**src/rtl/bread_pkg.sv**
```systemverilog
// Shared definitions for the bread-machine sequencer and its timer datapath.
package bread_pkg;

  // Timer tick rate in Hz; the phase durations below are expressed in ticks.
  localparam int unsigned FREQ = 1;

  localparam int unsigned CYC_15MIN = 15 * 60 * FREQ;
  localparam int unsigned CYC_2HR   = 2 * 60 * 60 * FREQ;
  localparam int unsigned CYC_25MIN = 25 * 60 * FREQ;

  // Timer command codes driven on timer_select.
  localparam logic [1:0] SEL_DEC   = 2'b00;
  localparam logic [1:0] SEL_15MIN = 2'b01;
  localparam logic [1:0] SEL_2HR   = 2'b10;
  localparam logic [1:0] SEL_25MIN = 2'b11;

  localparam int unsigned STATE_W = 3;

  typedef enum logic [STATE_W-1:0] {
    IDLE  = 3'd0,
    KNEAD = 3'd1,
    RISE  = 3'd2,
    BAKE  = 3'd3,
    DONE  = 3'd4
  } state_e;

  // Load command issued on the first cycle of a timed phase.
  function automatic logic [1:0] load_sel(input state_e st);
    logic [1:0] sel;
    sel = SEL_DEC;
    case (st)
      KNEAD:   sel = SEL_15MIN;
      RISE:    sel = SEL_2HR;
      BAKE:    sel = SEL_25MIN;
      default: sel = SEL_DEC;
    endcase
    return sel;
  endfunction

endpackage

```
**src/rtl/edge_detect.sv**
```systemverilog
// Rising-edge pulse generator. History resets to "high" so a level held
// through reset does not look like a fresh edge.
module edge_detect (
  input  logic clk,
  input  logic rst,
  input  logic sig,
  output logic pulse
);

  logic prev_q;

  // Remember last cycle's level.
  always_ff @(posedge clk or posedge rst) begin
    if (rst) begin
      prev_q <= 1'b1;
    end else begin
      prev_q <= sig;
    end
  end

  assign pulse = sig & ~prev_q;

endmodule

```
**src/rtl/bake_sequencer.sv**
```systemverilog
// Recipe sequencer: knead -> (rise) -> bake -> done, driving the phase timer
// commands and the actuators. All outputs come straight from registers.
module bake_sequencer
  import bread_pkg::*;
#(
  parameter int unsigned BELL_CYCLES = 10,
  parameter int unsigned BELL_W      = 8
) (
  input  logic               clk,
  input  logic               rst,
  input  logic               start_button,
  input  logic               cancel_button,
  input  logic               quick_mode,
  input  logic               lid_open,
  input  logic               timer_elapsed,
  output logic [1:0]         timer_select,
  output logic               paddle_motor,
  output logic               heating_element,
  output logic               bell,
  output logic               busy,
  output logic [STATE_W-1:0] phase
);

  state_e            state_q, state_d;
  logic              quick_q, quick_d;
  logic [BELL_W-1:0] bell_cnt_q, bell_cnt_d;

  logic [1:0] sel_q, sel_d;
  logic       paddle_q, paddle_d;
  logic       heat_q, heat_d;
  logic       bell_q, bell_d;
  logic       busy_q, busy_d;

  logic start_pulse;
  logic elapsed_ok;

  edge_detect u_start_edge (
    .clk   (clk),
    .rst   (rst),
    .sig   (start_button),
    .pulse (start_pulse)
  );

  // A nonzero select marks the load cycle, where elapsed still shows the old timer value.
  assign elapsed_ok = timer_elapsed && (sel_q == SEL_DEC);

  // State, latched recipe option and bell counter.
  always_ff @(posedge clk or posedge rst) begin
    if (rst) begin
      state_q    <= IDLE;
      quick_q    <= 1'b0;
      bell_cnt_q <= '0;
    end else begin
      state_q    <= state_d;
      quick_q    <= quick_d;
      bell_cnt_q <= bell_cnt_d;
    end
  end

  // Phase sequencing; cancel overrides everything outside IDLE.
  always_comb begin
    state_d    = state_q;
    quick_d    = quick_q;
    bell_cnt_d = bell_cnt_q;
    if ((state_q != IDLE) && cancel_button) begin
      state_d    = IDLE;
      bell_cnt_d = '0;
    end else begin
      unique case (state_q)
        IDLE: begin
          if (start_pulse && !cancel_button) begin
            state_d = KNEAD;
            quick_d = quick_mode;
          end
        end
        KNEAD: begin
          if (elapsed_ok) begin
            state_d = quick_q ? BAKE : RISE;
          end
        end
        RISE: begin
          if (elapsed_ok) begin
            state_d = BAKE;
          end
        end
        BAKE: begin
          if (elapsed_ok) begin
            state_d    = DONE;
            bell_cnt_d = BELL_CYCLES[BELL_W-1:0];
          end
        end
        DONE: begin
          bell_cnt_d = bell_cnt_q - BELL_W'(1);
          if (bell_cnt_q == BELL_W'(1)) begin
            state_d = IDLE;
          end
        end
        default: begin
          state_d = IDLE;
        end
      endcase
    end
  end

  // Next output values, derived from the state being entered.
  always_comb begin
    sel_d    = SEL_DEC;
    if (state_d != state_q) begin
      sel_d = load_sel(state_d);
    end
    paddle_d = (state_d == KNEAD) && !lid_open;
    heat_d   = (state_d == BAKE);
    bell_d   = (state_d == DONE);
    busy_d   = (state_d != IDLE);
  end

  // Output registers.
  always_ff @(posedge clk or posedge rst) begin
    if (rst) begin
      sel_q    <= SEL_DEC;
      paddle_q <= 1'b0;
      heat_q   <= 1'b0;
      bell_q   <= 1'b0;
      busy_q   <= 1'b0;
    end else begin
      sel_q    <= sel_d;
      paddle_q <= paddle_d;
      heat_q   <= heat_d;
      bell_q   <= bell_d;
      busy_q   <= busy_d;
    end
  end

  assign timer_select    = sel_q;
  assign paddle_motor    = paddle_q;
  assign heating_element = heat_q;
  assign bell            = bell_q;
  assign busy            = busy_q;
  assign phase           = state_q;

endmodule
```
**config.mk**
```make
export PLATFORM = sky130hd
export DESIGN_NAME = bake_sequencer
export DESIGN_NICKNAME = d
export VERILOG_FILES = /design/src/rtl/bread_pkg.sv /design/src/rtl/edge_detect.sv /design/src/rtl/bake_sequencer.sv
export SDC_FILE = /design/constraint.sdc
export NUM_CORES = 1
export LEC_CHECK = 0
export BUFFER_PORTS_ARGS = -buffer_cell sky130_fd_sc_hd__buf_4
export CAP_MARGIN = 25
export CORE_ASPECT_RATIO = 1.1
export CORE_MARGIN = 1.5
export CORE_UTILIZATION = 25
export DETAILED_ROUTE_END_ITERATION = 7
export HOLD_SLACK_MARGIN = 0.08
export MAX_ROUTING_LAYER = met4
export PLACE_DENSITY_LB_ADDON = 0.25
export SETUP_SLACK_MARGIN = 0.15
export SLEW_MARGIN = 20
export SYNTH_ARGS = -nofsm -noshare
export SYNTH_HDL_FRONTEND = slang
export SYNTH_SLANG_ARGS = --single-unit
```
**constraint.sdc**
```tcl
create_clock -name clk -period 1.9 [get_ports clk]
set_clock_uncertainty 0.15 [all_clocks]
set_input_delay 0.095 -clock clk [delete_from_list [all_inputs] [get_ports clk]]
set_output_delay 0.095 -clock clk [all_outputs]
set_load 0.02 [all_outputs]
```
## After elaboration in Yosys (flattened, before gate mapping)

Cells that the tools add are included.

- Add/sub/neg operators: 1
- Equal/unequal tests: 11
- Mux-type cells: 13
- Bitwise operators: 3
- Reduce and logical (&&, ||, !) cells: 13

Operators by type and width:

| kind | number |
|---|---|
| $mux 3 | 6 |
| $mux 8 | 2 |
| $pmux 8 s2 | 1 |
| $pmux 3 s5 | 1 |
| $eq 3x2->1 const B | 4 |
| $reduce_bool 3->1 | 3 |
| $eq 8x1->1 const B | 1 |
| $sub 8x1->8 const B | 1 |
| $eq 3x1->1 const B | 2 |
| $eq 3x3->1 const B | 2 |
| $pmux 2 s3 | 1 |
| $logic_and 1x1->1 | 4 |
| $logic_not 3->1 | 1 |
| $ne 3x3->1 | 1 |
| $ne 3x3->1 const B | 1 |
| $reduce_and 3->1 | 1 |
| $logic_not 1->1 | 2 |
| $logic_not 2->1 | 1 |
| $mux 2 | 1 |
| $not 1->1 | 2 |
| $reduce_and 2->1 | 1 |
| $and 1x1->1 | 1 |
| $mux 1 | 1 |

- Register bits after elaboration: 19
- Output and inout port bits: 9
- Word-level logic and storage cells: 50

## Depth between registers and ports, before layout

Gate-level depths: netlist of run 1.

- Depth in word-level cells: 9
- Depth in mapped cells: 5
- Mapped depth without buffers: 5

## Cells and area by module

A second synthesis of run 1 with hierarchy kept.

- Cells, all modules: 106
- Area total of the unflattened synthesis: 1032.2 µm²

Modules (own cells, without submodules):

| module | instances | cells each | area an instance (µm²) |
|---|---|---|---|
| bake_sequencer | 1 | 103 | 988.4 |
| edge_detect | 1 | 3 | 43.8 |

## Least setup slack after synthesis of run 1

Ideal clock, no wire load.

- Kind: flip-flop to flip-flop
- Start: register state_q[1], in the netlist phase[1]
- End: register bell_cnt_q[3]
- Library setup time: 0.120 ns
- Data arrival time: 1.456 ns
- Setup slack: 0.174 ns
- Stages on the path, launching flop included: 6
- Cell sequence: dfrtp_1 > buf_6 > or4_1 > o21ai_1 > a31oi_1 > a31o_1

- Cells in the longest elaborated chain, start to end: 4
- Elaborated cells between the ends (all ways): 9
- Classes of those cells: 3 x eq/ne; 2 x mux; 4 x reduce/logical

RTL lines:

| what | line | source |
|---|---|---|
| start: declaration | bake_sequencer.sv:24 | `state_e state_q, state_d;` |
| start signal: assignment | bake_sequencer.sv:54 | `state_q <= state_d;` |
| $reduce_bool 3->1 | bake_sequencer.sv:65 | `if ((state_q != IDLE) && cancel_button) begin` |
| $logic_and 1x1->1 | bake_sequencer.sv:65 |  |
| $ne 3x3->1 (no source line) or $reduce_bool 3->1 (tied branches) | n/a |  |
| $reduce_and 2->1 (no source line) | n/a |  |
| end signal: assignment | bake_sequencer.sv:56 | `bell_cnt_q <= bell_cnt_d;` |
| end: declaration | bake_sequencer.sv:26 | `logic [BELL_W-1:0] bell_cnt_q, bell_cnt_d;` |

Several ways; a longest one is shown, not always the timed one.
A chain may end at the register's enable or synchronous reset.

## Worst setup path after layout of run 1

Same ends and word-level chain as after synthesis.

==> flow_metrics.py, run 1 <==
metrics = {
    "layout": {
        "layout_common_cells": "buf_4 (17), dfrtp_1 (16), nand2_1 (12)",
        "area_growth_pct": 28.93,
        "fin_util": 0.3393,
        "layout-drive-gt1-share": 0.3306,
        "final_common_cell": "buf_4",
        "n_antenna_cell": 0,
        "fin_nets": 134,
    },
    "global_routing": {
        "antenna_found_initial": 0,
        "track_usage": 0.1075,
        "grt_max_degree": 20,
        "grt_pass1_wl_mm": 3.753,
        "gr-total-overflow": 0,
        "grt_pass1_vias": 801,
    },
    "timing": {
        "final_hold_viol_count": 0,
        "fmax_ghz": 0.6110,
        "fin_tns_setup_ps": 0,
        "min_period_ps": 1637,
        "drv_slew": 0,
        "worstMarginPinSlew_ps": 750.1,
        "hold-worst-slack_ps": 116.2,
        "period_share": 0.8614,
        "setup_viol_count_final": 0,
        "rsz0062_at_grt": "no",
        "maxSlewHeadroom": 0.4994,
    },
    "clocking": {
        "clk-insertion-delay-late_ps": 260,
        "cts_sinks": 19,
        "clkTransAtPathRegs_ps": 80,
        "numCtsBuffers": 3,
        "clk_path_buf_depth": 2,
        "cts_setup_buffers": 0,
        "cts_tree": "done",
        "root_buffer": "clkbuf_8",
        "htree_levels": 1,
    },
    "logic_synthesis": {
        "synth-seq-area-share": 0.4536,
        "syn_avg_cell_area_um2": 10.30,
        "syn-num-nets": 111,
        "syn_inst": 102,
        "ys_types": 43,
        "synth_seq_cells": 19,
        "synth_warnings": 0,
        "synth_edf_count": 0,
        "async_flop_share": 1.000,
        "ys.flop_type": "dfrtp_1",
        "syn_area_um2": 1051,
    },
    "min_path": {
        "holdCritPathClass": "primary input to register",
        "min_to": "timer_select[1]",
        "hold_depth": 4,
        "worstHoldStart": "timer_elapsed",
    },
    "floorplanning": {
        "start_util": 0.2632,
        "num_io_pins": 16,
        "fp.dieW_um": 64.82,
        "coreArea_um2": 3994,
        "die-area_um2": 4603,
        "die_height_um": 71.01,
        "row_count": 24,
    },
    "setup_path": {
        "r2r_cells": 4,
        "r2r-end": "bell_cnt_q[3]",
        "cp_num_buf_inv": 0,
        "endpoint_kind": "register",
        "r2r_setup_slack_ps": 260,
        "max_stage_delay_ps": 500,
        "r2r_start": "phase[1]",
        "cp_max_fo": 6,
        "startpoint_type": "register",
        "critPathTopFamily": "simple AND/OR/NAND/NOR gates",
        "critPathRequiredTime_ps": 1910,
        "crit_chain": "or4_1, o21ai_1, a31oi_1, a31o_1",
        "crit_arrival_ps": 1650,
        "slowest_stage": "or4_1",
        "critPathKind": "register to register",
    },
    "drt": {
        "vias_per_cell": 4.642,
        "drc": 0,
        "wl_per_cell_um": 12.66,
        "wl_mm": 2.229,
        "drt_iter0_markers": 50,
        "first_pass_iters": 3,
        "ant_nets": 0,
        "vias": 817,
    },
    "pwr": {
        "clockPowerShare": 0.159,
        "swShare": 0.4093,
        "pwr-share-seq": 0.370,
        "ir_drop_uv": 542.5,
        "power_density_nw_per_um2": 1373,
        "p_comb_frac": 0.471,
        "p_leak_uw": 0.0006030,
        "internal-power_uw": 1099,
        "p_sw_uw": 761.7,
    },
    "run": {
        "cap_violations": 0,
    },
    "place": {
        "gp_congestion": 0.7732,
        "port_buffers": 15,
        "hpwl_mm": 1.520,
    },
    "run_status": {
        "outcome": "complete, no violations",
    },
}
## worst max-delay path by stage
stage                    endpoint  depth (start not counted)  slack [ps]     start
floorplan           bell_cnt_q[3]                          5         170  phase[1]
global placement             busy                          4         150  phase[2]
detailed placement  bell_cnt_q[2]                          4         110  phase[0]
CTS                          busy                          4         140  phase[2]
global route        bell_cnt_q[6]                          4         170  phase[2]
finish              bell_cnt_q[3]                          4         260  phase[1]
## metal layers
metal	routed length (µm)	vias up	global-route usage
li1	-	408	-
met4	21	0	0.02837
met2	1029	15	0.1627
met3	94	4	0.03816
met5	0	-	-
met1	1085	390	0.1365
## final cells by class
class / instances / area [µm²]
clock buffers: 3 / 41.29
clock inverters: 1 / 5.005
fillers: 430 / 2639
inverters: 4 / 15.01
multi-input cells: 75 / 571.8
flip-flops and latches: 19 / 479.2
well taps: 52 / 65.06
repair buffers: 22 / 177.7
## per-stage QoR
step	area [µm²]	std cells	power (µW)	worst slack (ps)
2_1_floorplan	1051	102	1274	174.2
5_1_grt	1355	176	2040	172.1
3_3_place_gp	1215	167	1484	154.2
3_5_place_dp	1215	167	1486	110.4
4_1_cts	1315	176	1809	140.4
6_report	1355	176	1861	263.4
## synthesized netlist by cell type (2+ instances only)
| cell type | instances | area, µm² |
|---|---|---|
| dfrtp_1 | 18 | 450.4 |
| nand2_1 | 12 | 45.04 |
| a21oi_1 | 7 | 35.03 |
| nand2b_1 | 5 | 31.28 |
| a31oi_1 | 4 | 25.02 |
| inv_1 | 4 | 15.01 |
| mux2i_1 | 4 | 40.04 |
| nor2_1 | 4 | 15.01 |
| o21ai_0 | 4 | 20.02 |
| buf_2 | 2 | 10.01 |
| ha_1 | 2 | 25.02 |
| nor2_2 | 2 | 12.51 |
| nor3_2 | 2 | 20.02 |
| nor3b_1 | 2 | 15.01 |
| xnor2_1 | 2 | 17.52 |
## sequential cells by signal, indices dropped and copies added, names as in the netlist
signal	flops
quick_q	1
bell	1
heating_element	1
timer_select	2
busy	1
paddle_motor	1
bell_cnt_q	8
u_start_edge.prev_q	1
phase	3
## kinds of logic (layout without fill, tap and decap cells)
group	Yosys count	in the layout	share of synthesized area
adders and majority gates	2	2	0.02381
xor gates and xnor gates	2	2	0.01667
buffers and inverters	8	30	0.04166
muxes	5	5	0.04881
DFF	19	19	0.4536
AOI/OAI and AO/OA	25	25	0.1524
and+or+nand+nor	41	41	0.2631
## worst min-delay path: cells and delay by family
family        cells  cell delay [ps]
simple gates      3              300
buf+inv           1              110
## power by group through the flow
stage                     Sequential (µW)  Clock [µW]  Combinational (µW)
after CTS                             667         309                 833
after floorplan                       685           0                 589
final                                 688         296                 877
after global placement                674           0                 811
after detailed placement              675           0                 811
after global routing                  717         333                 990
## repair_timing
item / CTS / global route
endpoints found under the hold margin: 26 / 0
setup endpoints to repair: 3 / 11
resized for setup: 1 / 8
hold buffers: 5 / 0
Note: power is estimated with default switching activity, not from simulation.
==> inputs of run 2 (changes only) <==
- SYNTH_HIERARCHICAL: default -> 1
==> run 2 against run 1 <==
Register-to-register slack got worse by 180 ps. Sequential power fell by 23%. Design area rose by 2.0%. Count of clock-buffer cells in the layout rose by 1. Critical path type unchanged. Critical endpoint is now paddle_motor.
==> flow_metrics.py, run 2 <==
metrics = {
    "global_routing": {
        "grt_pass1_vias": 898,
        "grt_util_met2": 0.2095,
        "grt_max_degree": 19,
        "track_usage": 0.1120,
        "antenna_found_initial": 0,
        "grt_use_met1": 0.1197,
        "grt-busiest-layer": "met2",
        "grt_pass1_wl_mm": 3.933,
        "gr-total-overflow": 0,
        "use_met3": 0.01610,
    },
    "logic_synthesis": {
        "syn-num-nets": 115,
        "synth_top_cell_area_share": 0.4364,
        "yosysTopAreaCell": "dfrtp_1",
        "synth_seq_cells": 19,
        "synth.most_common_cell": "dfrtp_1",
        "syn_inst": 106,
        "synth-seq-area-share": 0.4618,
        "synth_edf_count": 0,
        "syn_area_um2": 1032,
        "async_flop_share": 1.000,
        "synth_warnings": 6,
        "yosys.area_share.simple": 0.2303,
        "synth_top_family_by_area": "simple AND/OR/NAND/NOR gates",
        "synth_fa_ha_area_frac": 0.02424,
        "synth.area.mux_share": 0.03030,
        "ys_types": 40,
        "synth-xor-area-share": 0.02545,
        "synth_compound_area_frac": 0.1552,
        "ys.flop_type": "dfrtp_1",
        "synth_area_leaders": "dfrtp_1 (44%), nand2_1 (4.4%), buf_6 (3.3%)",
        "synth_common_cells": "dfrtp_1 (18), nand2_1 (12), inv_1 (8)",
        "syn_avg_cell_area_um2": 9.738,
    },
    "setup_path": {
        "endpoint_kind": "register",
        "critPathRequiredTime_ps": 1930,
        "crit_top_cell": "or3b_4",
        "startpoint_type": "register",
        "slowest_stage": "dfrtp_2",
        "cp_max_fo": 4,
        "critPathKind": "register to register",
        "crit_arrival_ps": 1840,
        "crit_chain": "or3b_4, or3b_4, a31o_4, nor3_2",
        "max_stage_delay_ps": 420,
    },
    "timing": {
        "hold-worst-slack_ps": 120.3,
        "worstMarginPinSlew_ps": 707.4,
        "drv_slew": 0,
        "min_period_ps": 1818,
        "final_hold_viol_count": 0,
        "fin_tns_setup_ps": 0,
        "fin_ws_ps": 82.18,
        "setup_viol_count_final": 0,
        "maxSlewHeadroom": 0.5279,
        "rsz0062_at_grt": "yes",
        "period_share": 0.9567,
        "fmax_ghz": 0.5501,
    },
    "clocking": {
        "root_buffer": "clkbuf_8",
        "cts_tree": "done",
        "clkTransAtPathRegs_ps": 70,
        "cts_sinks": 19,
        "numCtsBuffers": 3,
        "clk_path_buf_depth": 2,
        "htree_levels": 1,
        "clk-insertion-delay-late_ps": 250,
    },
    "drt": {
        "wl_mm": 2.352,
        "drt_iter0_markers": 16,
        "first_pass_iters": 4,
        "drc": 0,
        "wl_per_cell_um": 12.65,
        "ant_nets": 0,
        "vias_per_cell": 4.742,
        "vias": 882,
    },
    "place": {
        "placed_cells": 175,
        "hpwl_mm": 1.718,
        "port_buffers": 15,
        "place_ws_ps": 33.69,
        "gp_congestion": 0.7612,
    },
    "layout": {
        "largest_reg_flops": 8,
        "final_cells": 186,
        "n_antenna_cell": 0,
        "fin_util": 0.3488,
        "final_common_cell": "buf_4",
        "layout-drive-gt1-share": 0.3582,
        "layout_common_cells": "buf_4 (25), dfrtp_1 (14), nand2_1 (11)",
        "area_growth_pct": 33.94,
        "top_register": "bell_cnt_q",
        "fin_nets": 144,
    },
    "pwr": {
        "ir_drop_uv": 308.2,
        "power_density_nw_per_um2": 894.8,
        "p_leak_uw": 0.0006382,
    },
    "floorplanning": {
        "coreArea_um2": 3964,
        "fp.dieW_um": 64.27,
        "die_height_um": 70.40,
        "die-area_um2": 4524,
        "row_count": 24,
        "start_util": 0.2604,
        "num_io_pins": 16,
    },
    "run": {
        "cap_violations": 0,
    },
    "min_path": {
        "holdCritPathClass": "primary input to register",
    },
    "run_status": {
        "outcome": "complete, no violations",
    },
}
## run 2: stage by stage
step,cell area (µm²),total power (µW)
2_1_floorplan,1050,806.4
3_3_place_gp,1242,926.2
6_report,1383,1237
3_5_place_dp,1242,928.6
4_1_cts,1350,1230
5_1_grt,1383,1318
## run 2: path summary, 6_finish.rpt
| kind | slack, ps | endpoint | start | depth (start not counted) |
|---|---|---|---|---|
| setup / recovery | 80 | paddle_motor | timer_select[0] | 4 |
| hold / removal | 120 | bell_cnt_q[6] | cancel_button | 4 |
| setup reg to reg | 80 | paddle_motor | timer_select[0] | 4 |
| hold reg to reg | 360 | bell_cnt_q[6] | bell_cnt_q[6] | 1 |
| max in group asynchronous | 730 | timer_select[1] | rst | 3 |
| min in group asynchronous | 250 | u_start_edge/prev_q | rst | 3 |
## run 2: cell families (layout without fill, tap and decap cells)
kind of cell	count (synthesis)	after routing
AND/OR/NAND/NOR	42	42
flip-flops	19	19
multiplexers	3	3
buffers and inverters	14	42
XOR/XNOR	3	3
AO/OA/AOI/OAI	23	23
adder cells (fa/ha/maj)	2	2
## run 2: cell type report
cell class | count | area [µm²]
sequential | 19 | 481.7
multi-input combinational | 73 | 523.0
clock buffer | 4 | 45.04
tap | 52 | 65.06
timing repair buffer | 30 | 237.7
fill | 437 | 2581
inverter | 8 | 30.03
## run 2: power by group
part           internal, µW  switching [µW]
clock                   149             132
sequential              468            59.6
combinational           220             210
total                   836             401
## run 2: timing repair
action                                  in CTS  in global routing
buffers inserted                             0                  2
pin swaps                                    0                  0
hold buffers                                 5                  0
resized for setup                            4                  6
hold endpoints to repair                    26                  0
endpoints found under the setup margin       5                 12
## run 2: layer usage
metal | routed length, µm | part of all wire
met5 | 0 | 0
met4 | 0 | 0
met3 | 90 | 0.038
met2 | 1321 | 0.56
met1 | 940 | 0.40
## run 2: critical path: cells and delay by family (launching register included)
kind / cells / cell delay [ps]
flip-flops: 1 / 420
AO/OA/AOI/OAI: 1 / 240
AND/OR/NAND/NOR: 3 / 930
==> inputs of run 3 (changes only) <==
- SETUP_SLACK_MARGIN: 0.15 -> 0.1
- SYNTH_HIERARCHICAL: 1 -> default
==> run 3 against run 2 <==
Via count fell by 7.3%. Cell count fell by 5.4%. Largest cell class unchanged. Largest power group is now combinational cells. Critical path depth fell by 1. Global-route usage fell by 0.44 points. Sequential power up 27%.
==> flow_metrics.py, run 3 (synthesis results as in run 1) <==
metrics = {
    "clocking": {
        "cts_setup_buffers": 0,
        "cts_tree": "done",
        "numCtsBuffers": 3,
        "cts_sinks": 19,
        "htree_levels": 1,
        "clk_path_buf_depth": 2,
        "root_buffer": "clkbuf_8",
        "clk-insertion-delay-late_ps": 260,
        "clkTransAtPathRegs_ps": 80,
    },
    "layout": {
        "top_register": "bell_cnt_q",
        "area_growth_pct": 26.67,
        "final_area_um2": 1331,
        "final_cells": 176,
        "fillCellCount": 428,
        "fin_nets": 134,
        "fin_util": 0.3333,
        "layout-drive-gt1-share": 0.3065,
        "n_antenna_cell": 0,
        "layout_common_cells": "dfrtp_1 (17), buf_4 (17), nand2_1 (12)",
        "largest_reg_flops": 8,
    },
    "drt": {
        "drt_iter0_markers": 51,
        "wl_mm": 2.175,
        "wl_per_cell_um": 12.36,
        "ant_nets": 0,
        "vias_per_cell": 4.648,
        "first_pass_iters": 4,
        "vias": 818,
        "drc": 0,
    },
    "global_routing": {
        "grt_pass1_vias": 801,
        "antenna_found_initial": 0,
        "track_usage": 0.1075,
        "grt_max_degree": 20,
        "grt_pass1_wl_mm": 3.753,
        "gr-total-overflow": 0,
    },
    "floorplanning": {
        "die_height_um": 71.01,
        "start_util": 0.2632,
        "fp.dieW_um": 64.82,
        "coreArea_um2": 3994,
        "row_count": 24,
        "die-area_um2": 4603,
        "num_io_pins": 16,
    },
    "place": {
        "placed_cells": 167,
        "port_buffers": 15,
        "hpwl_mm": 1.520,
        "gp_congestion": 0.7732,
        "dpl-instance-area_um2": 1215,
    },
    "timing": {
        "drv_slew": 0,
        "rsz0062_at_grt": "no",
        "fmax_ghz": 0.5855,
        "fin_tns_setup_ps": 0,
        "final_hold_viol_count": 0,
        "min_period_ps": 1708,
        "worstMarginPinSlew_ps": 743.5,
        "period_share": 0.8990,
        "maxSlewHeadroom": 0.5038,
        "setup_viol_count_final": 0,
    },
    "setup_path": {
        "crit_arrival_ps": 1710,
        "r2r-end": "quick_q",
        "endpoint_kind": "register",
        "r2r_cells": 3,
        "startpoint_type": "register",
        "critPathRequiredTime_ps": 1900,
        "critPathKind": "register to register",
        "cp_max_fo": 10,
        "r2r_start": "phase[0]",
        "endpoint": "quick_q",
        "startpoint": "phase[0]",
        "r2r_setup_slack_ps": 190,
    },
    "run_status": {
        "outcome": "complete, no violations",
    },
    "pwr": {
        "p_leak_uw": 0.0005968,
        "ir_drop_uv": 535.9,
        "power_density_nw_per_um2": 1358,
    },
    "min_path": {
        "holdCritPathClass": "primary input to register",
    },
    "run": {
        "cap_violations": 0,
    },
}
[run 3: how the worst min path moves through the flow]
stage | start | end | depth (start not counted) | slack (ps)
after floorplan | rst | bell | 1 | -100
after CTS | timer_elapsed | timer_select[1] | 4 | 100
after detailed placement | start_button | u_start_edge.prev_q | 1 | 70
final | timer_elapsed | timer_select[1] | 4 | 110
after global placement | start_button | u_start_edge.prev_q | 1 | 70
after global routing | timer_elapsed | timer_select[1] | 4 | 130
[run 3: metal layers]
metal	vias to the layer above	routed length, µm	global-route usage
li1	410	-	-
met4	0	18	0.02837
met5	-	0	-
met1	388	1050	0.1365
met2	15	1016	0.1627
met3	5	90	0.03816
[run 3: timing repair]
action / 4_1_cts / 5_1_grt
endpoints found under the hold margin: 26 / 0
setup endpoints to repair: 1 / 9
hold buffers: 5 / 0
resized for setup: 1 / 3
[run 3: final cells by class]
| type | count | area [µm²] | area share |
|---|---|---|---|
| Clock buffer | 3 | 41.29 | 0.03101 |
| Clock inverter | 1 | 5.005 | 0.003759 |
| Inverter | 4 | 15.01 | 0.01128 |
| Multi-Input combinational cell | 75 | 549.3 | 0.4126 |
| Sequential cell | 19 | 478.0 | 0.3590 |
| Tap cell | 52 | 65.06 | 0.04887 |
| Timing Repair Buffer | 22 | 177.7 | 0.1335 |
[run 3: per-stage QoR]
step / total power (µW) / worst slack (ps) / hold slack (ps)
3_3_place_gp: 1484 / 154.2 / 71.67
6_report: 1808 / 192.0 / 107.7
3_5_place_dp: 1486 / 110.4 / 69.24
2_1_floorplan: 1274 / 174.2 / -104.6
5_1_grt: 1987 / 97.61 / 129.1
4_1_cts: 1809 / 140.4 / 100.7
[run 3: critical path, stage by stage (launching register included)]
cell and delay (ps):
dfrtp_1 500, nor2_2 290, and4b_1 320, mux2_2 350
[run 3: report_power, final]
group          internal [µW]  total (µW)  switching (µW)
registers                534         668             134
clock network            146         293             147
logic                    397         847             450
